--- src/rtl/mouse_click_ctl.sv ---
// mouse_click_ctl: debounces a mouse press and maps the cursor to a board cell.
// Cell coordinates come from repeated subtraction, one step per clock.
module mouse_click_ctl #(
    parameter int DEBOUNCE_CYCLES = 65000
) (
    input  logic        clk,
    input  logic        rst,
    input  logic        left,
    input  logic        right,
    input  logic [11:0] mouse_xpos,
    input  logic [11:0] mouse_ypos,
    input  logic [11:0] board_xpos,
    input  logic [11:0] board_ypos,
    input  logic [5:0]  field_size,
    input  logic [4:0]  board_cols,
    input  logic [4:0]  board_rows,
    input  logic        enable,
    output logic        ev_valid,
    input  logic        ev_ready,
    output logic [1:0]  ev_type,
    output logic [4:0]  ev_col,
    output logic [4:0]  ev_row,
    output logic        miss,
    output logic        busy
);
    localparam int CW = $clog2(DEBOUNCE_CYCLES);
    typedef enum logic [2:0] {IDLE, DEBOUNCE, CALC_X, CALC_Y, OUTPUT} state_t;
    state_t r_state, w_state;
    logic r_left_q, r_right_q, r_lock_l, r_lock_r, r_btn, r_miss;
    logic w_press_l, w_press_r, w_btn_lvl, w_ge, w_miss, w_latch;
    logic [1:0] r_type;
    logic [11:0] r_mx, r_my, r_bx, r_by, r_rem, w_rem;
    logic [5:0] r_fs;
    logic [4:0] r_cols, r_rows, r_col, r_row, w_col, w_row;
    logic [CW-1:0] r_cnt, w_cnt;
    // The lock keeps a button held through reset from counting as a fresh press.
    assign w_press_l = left & ~r_left_q & ~r_lock_l;
    assign w_press_r = right & ~r_right_q & ~r_lock_r;
    assign w_btn_lvl = r_btn ? right : left;
    assign w_ge      = r_rem >= {6'd0, r_fs};
    always_comb begin
        w_state = r_state;
        w_cnt   = r_cnt;
        w_rem   = r_rem;
        w_col   = r_col;
        w_row   = r_row;
        w_miss  = 1'b0;
        w_latch = 1'b0;
        case (r_state)
            IDLE: if (enable && (w_press_l || w_press_r)) begin
                w_state = DEBOUNCE;
                w_cnt   = '0;
                w_latch = 1'b1;
            end
            DEBOUNCE: if (!w_btn_lvl) w_state = IDLE;
            else if (r_cnt == CW'(DEBOUNCE_CYCLES - 1)) begin
                if (r_mx < r_bx || r_my < r_by || r_fs == 6'd0) begin
                    w_miss  = 1'b1;
                    w_state = IDLE;
                end else begin
                    w_rem   = r_mx - r_bx;
                    w_col   = '0;
                    w_state = CALC_X;
                end
            end else w_cnt = r_cnt + 1'b1;
            CALC_X: if (w_ge) begin
                if (r_col + 5'd1 == r_cols) begin
                    w_miss  = 1'b1;
                    w_state = IDLE;
                end else begin
                    w_rem = r_rem - {6'd0, r_fs};
                    w_col = r_col + 5'd1;
                end
            end else begin
                w_rem   = r_my - r_by;
                w_row   = '0;
                w_state = CALC_Y;
            end
            CALC_Y: if (w_ge) begin
                if (r_row + 5'd1 == r_rows) begin
                    w_miss  = 1'b1;
                    w_state = IDLE;
                end else begin
                    w_rem = r_rem - {6'd0, r_fs};
                    w_row = r_row + 5'd1;
                end
            end else w_state = OUTPUT;
            OUTPUT: if (ev_ready) w_state = IDLE;
            default: w_state = IDLE;
        endcase
    end
    always_ff @(posedge clk) begin
        if (rst) begin
            r_state   <= IDLE;
            r_left_q  <= 1'b0;
            r_right_q <= 1'b0;
            r_lock_l  <= 1'b1;
            r_lock_r  <= 1'b1;
            r_miss    <= 1'b0;
            r_type    <= 2'b00;
            r_cnt     <= '0;
            r_col     <= '0;
            r_row     <= '0;
            r_rem     <= '0;
            r_btn     <= 1'b0;
        end else begin
            r_state   <= w_state;
            r_left_q  <= left;
            r_right_q <= right;
            r_lock_l  <= r_lock_l & left;
            r_lock_r  <= r_lock_r & right;
            r_miss    <= w_miss;
            r_cnt     <= w_cnt;
            r_col     <= w_col;
            r_row     <= w_row;
            r_rem     <= w_rem;
            if (w_latch) begin
                r_btn  <= ~w_press_l;
                r_type <= w_press_l ? 2'b01 : 2'b10;
            end
        end
    end
    always_ff @(posedge clk) begin
        if (w_latch) begin
            r_mx   <= mouse_xpos;
            r_my   <= mouse_ypos;
            r_bx   <= board_xpos;
            r_by   <= board_ypos;
            r_fs   <= field_size;
            r_cols <= board_cols;
            r_rows <= board_rows;
        end
    end
    assign ev_valid = (r_state == OUTPUT);
    assign busy     = (r_state != IDLE);
    assign miss     = r_miss;
    assign ev_type  = r_type;
    assign ev_col   = r_col;
    assign ev_row   = r_row;
endmodule
--- config.mk ---
export PLATFORM = sky130hd
export DESIGN_NAME = mouse_click_ctl
export DESIGN_NICKNAME = d
export VERILOG_FILES = /design/src/rtl/mouse_click_ctl.sv
export SDC_FILE = /design/constraint.sdc
export NUM_CORES = 1
export LEC_CHECK = 0
export ABC_CLOCK_PERIOD_IN_PS = 3890
export CORE_MARGIN = 4
export CORE_UTILIZATION = 57
export CTS_BUF_LIST = sky130_fd_sc_hd__clkbuf_2 sky130_fd_sc_hd__clkbuf_4 sky130_fd_sc_hd__clkbuf_8
export DETAILED_ROUTE_END_ITERATION = 10
export MAX_ROUTING_LAYER = met4
export PLACE_DENSITY = 0.83
export SYNTH_ARGS = -nofsm -noshare
export SYNTH_HDL_FRONTEND = slang
export SYNTH_SLANG_ARGS = --single-unit
--- constraint.sdc ---
create_clock -name clk -period 3.89 [get_ports clk]
set_input_delay 0.5835 -clock clk [delete_from_list [all_inputs] [get_ports clk]]
set_output_delay 0.5835 -clock clk [all_outputs]
set_load 0.02 [all_outputs]
==> run summary, run 1 <==
Final Max Slew Viols: 0
Leakage power: 0.002712 uW
Power per cell area: 326.4 nW/um2
Setup bufs post-CTS: 0
Final Hold Fails: 0
Relative slew slack: 0.3761
CP startpoint kind: flip-flop
EDFF count, synth: 64
Setup total negative slack: 0 ps
Xor/xnor share of the synthesized area: 0.07046
WP buf/inv: 2
Crit-path max FO: 10
Detailed placer's ending HPWL: 9814 um
Synthesized-area fraction occupied by adder cells: 0.07926
Multiplexer area fraction after synthesis: 0.01048
TritonCTS clock tree: yes
Outcome: complete, no violations
Iter 0 DRT Violations: 429
Hold buffer count at CTS: 0
Top Usage Layer GRT: met2
Gr usage total: 0.2320
Yosys warning total: 0
Cell mode on critical path: inv_1
Mapped Cells: 576
Die Y-Extent: 110.3 um
Flops & latches, synth: 112
GR Util met2: 0.3800
Dominant combinational cell family by area after synthesis: simple AND/OR/NAND/NOR gates
H-tree depth: 3
Die Footprint: 12170 um2
Starting Density: 0.5806
Post-route DRC: 0
Area leader, netlist: edfxtp_1
Seq/Total Area, Yosys: 0.4831
Ys async rst share: 0
Syn nets: 682
Worst skew pair latency: 390 ps
Measured slew at the worst slew-check pin: 935.9 ps
Io pins: 85
Share of layout cells above drive strength 1: 0.06577
Remaining global-route overflow: 0
Dominant synthesized flop cell: edfxtp_1
FP Rows: 37
Fill cell count: 781
Clock sinks: 112
Worst path arrival time: 3700 ps
DRT Wirelength: 13070 um
Critical path capture point type: flip-flop
Max Fclk: 294.1 MHz
Synth-to-Final Area Change: 20.32%
Synth unique cells: 70
Slowest-stage cell, CP: a31oi_2
Synth area leaders: edfxtp_1 32%, dfxtp_1 16%, ha_1 6.9%, xnor2_1 3.8%, a21oi_1 3.5%
Worst hold path type: reg -> reg
Largest net degree at the start of global routing: 38
CORE AREA: 10280 um2
RePlAce Congestion: 0.8897
Die width: 110.3 um
Final Instance Area: 7179 um2
Via/cell ratio: 5.806
Register Area: 2883 um2
Fin crit share: 0.8740
Antenna violation net count after detailed routing: 0
Nets: 770
DRT Pass-1 Iters: 7
Maximum capacitance violations: 0
Grt met1 use: 0.2878
Area after DPL: 6957 um2
Crit path largest cell delay: 520 ps
Top-area cell type share of the netlist area: 0.3221
PortBufs: 84
Clock Path Buffers: 2
Period minus WS final: 3400 ps
Post-synthesis simple-gate area fraction: 0.1623
Req. time, crit path: 4190 ps
Reg clk slew, reported paths: 100 ps
Initial antenna violation count: 0
Vias: 4674
Cell Area, Synth: 5967 um2
Post-Syn Area per Cell: 10.36 um2
Reg2Reg Depth: 11
Average wire per standard cell: 16.23 um
Cells along the critical path: inv_1 > ha_1 > inv_1 > fa_1 > a211oi_1 > o21ai_1 > a31o_2 > or4_1 > a31oi_2 > nor2_4 > a311oi_1
Largest delay contributor family on the critical path: compound AO/OA/AOI/OAI gates
Hold path depth: 2
Critical path type: reg -> reg
Final setup vio count: 0
Grt met3 use: 0.05300
Final core area utilization: 0.6986
CTS root buffer: clkbuf_8
Ant diodes: 0
Multi-input logic area: 2851 um2
First-pass GRT wire length: 21050 um
Post-synthesis compound-gate area fraction: 0.1554
Post-CTS resize count: 0
Num CTS Buffers: 9
Vias in the first global route: 4507
WP depth: 11
Final Skew: 13.80 ps
Peak VDD IR: 0.0003121 V
RSZ-0062 raised after global routing: false
==> report_power, final <==
group / leakage (uW) / internal [uW] / switching, uW / total, uW
clock network: 0.000117 / 393 / 372 / 765
logic: 0.00162 / 143 / 139 / 282
registers: 0.000975 / 1280 / 11.6 / 1300
total: 0.00271 / 1820 / 523 / 2340
==> path summary, 6_finish.rpt <==
path	from	end	slack, ps
hold reg to reg	r_lock_r	r_lock_r	460
setup reg to reg	r_my[0]	r_rem[11]	490
hold / removal	r_lock_r	r_lock_r	460
setup / recovery	r_my[0]	r_rem[11]	490
==> area by class of cell <==
cell class / instances / area share
well taps: 136 / 0.02370
repair buffers: 89 / 0.1241
clock buffers: 12 / 0.02126
inverters: 43 / 0.02248
flip-flops and latches: 112 / 0.4015
multi-input cells: 409 / 0.3972
clock inverters: 4 / 0.009759
==> registers in the layout (all words and copies together), names as in the netlist <==
| name | cells |
|---|---|
| ev_col | 5 |
| r_bx | 12 |
| r_rem | 12 |
| r_rows | 5 |
| r_state | 3 |
| r_by | 12 |
| ev_type | 1 |
| r_left_q | 1 |
| r_btn | 1 |
| ev_row | 5 |
| r_cnt | 16 |
| r_lock_l | 1 |
| r_right_q | 1 |
| r_cols | 5 |
| r_mx | 12 |
| r_fs | 6 |
| r_lock_r | 1 |
| miss | 1 |
| r_my | 12 |
==> stage by stage <==
step | hold slack (ps) | total power, uW | worst slack, ps | cells
after floorplan | 426.3 | 1482 | 1016 | 576
after global placement | 440.0 | 1593 | 678.3 | 789
after detailed placement | 448.8 | 1603 | 570.8 | 789
after CTS | 462.4 | 2360 | 534.2 | 805
after global routing | 482.5 | 2434 | 230.0 | 805
final | 459.9 | 2343 | 490.2 | 805
==> routing by layer <==
| layer | part of all wire | vias up | routed length, um |
|---|---|---|---|
| met5 | 0 | - | 0 |
| met2 | 0.50 | 163 | 6518 |
| met3 | 0.058 | 20 | 756 |
| li1 | - | 2292 | - |
| met1 | 0.43 | 2199 | 5594 |
| met4 | 0.015 | 0 | 196 |
==> cell usage after synthesis, types with 3 or more instances <==
library cell	number
xor2_1	22
clkbuf_1	8
or3_2	3
nand4_1	6
inv_1	43
nand3b_1	3
dfxtp_1	48
and4_1	3
o21a_1	11
a21o_1	3
and3_1	5
xnor2_1	26
or3_1	8
nor2_1	39
mux2i_1	4
nand2b_1	6
and2_1	4
a211oi_1	6
a31oi_1	4
o31a_1	5
nand2_1	39
o21ai_0	28
o211ai_1	5
a21oi_1	42
nor2b_1	8
a311oi_1	5
o21bai_1	3
edfxtp_1	64
fa_1	3
ha_1	33
nor3b_1	4
nor3_1	14
nor4_1	7
nand3_1	16
==> cell families after synthesis <==
kind of cell,count (synthesis)
AND/OR/NAND/NOR,179
flip-flops,112
adder cells (fa/ha/maj),36
XOR/XNOR,48
AO/OA/AOI/OAI,140
multiplexers,6
buffers and inverters,55
==> cells in the final DEF, fill, tap and decap left out, types with 4 or more instances in the layout <==
cell type / n
ha_1: 33
xor2_1: 22
o211ai_1: 5
or3_1: 8
and2_1: 4
dfxtp_1: 48
nand4_1: 6
a311oi_1: 5
buf_4: 4
nor4_1: 7
o21a_1: 11
inv_1: 42
and3_1: 5
clkbuf_8: 10
nor3_1: 14
mux2i_1: 4
nor3b_1: 4
edfxtp_1: 64
nor2b_1: 8
nor2_1: 39
a21oi_1: 42
a211oi_1: 6
nand3_1: 16
nand2b_1: 6
clkdlybuf4s50_1: 84
nand2_1: 39
a31oi_1: 4
xnor2_1: 26
o31a_1: 5
o21ai_0: 28
==> worst min-delay path, stage by stage, from the launching register on <==
cell     delay, ps
dfxtp_1        320
nand2_1         60
nand2_1         40
No activity file was read; power rests on OpenSTA's default activity.
==> inputs of run 2 (changes only) <==
--- a/config.mk
+++ b/config.mk
@@ -15,3 +15,4 @@
 export SYNTH_ARGS = -nofsm -noshare
 export SYNTH_HDL_FRONTEND = slang
 export SYNTH_SLANG_ARGS = --single-unit
+export TNS_END_PERCENT = 50
==> results of run 2 <==
Same layout as run 1: the final DEF is identical, and so are final timing and power.
==> inputs of run 3 (changes only) <==
--- a/config.mk
+++ b/config.mk
@@ -6,12 +6,14 @@
 export NUM_CORES = 1
 export LEC_CHECK = 0
 export ABC_CLOCK_PERIOD_IN_PS = 3890
+export CAP_MARGIN = 30
 export CORE_MARGIN = 4
 export CORE_UTILIZATION = 57
 export CTS_BUF_LIST = sky130_fd_sc_hd__clkbuf_2 sky130_fd_sc_hd__clkbuf_4 sky130_fd_sc_hd__clkbuf_8
 export DETAILED_ROUTE_END_ITERATION = 10
 export MAX_ROUTING_LAYER = met4
 export PLACE_DENSITY = 0.83
+export SKIP_LAST_GASP = 1
 export SYNTH_ARGS = -nofsm -noshare
 export SYNTH_HDL_FRONTEND = slang
 export SYNTH_SLANG_ARGS = --single-unit
==> results of run 3 <==
Same layout as run 1: the final DEF is identical, and so are final timing and power.
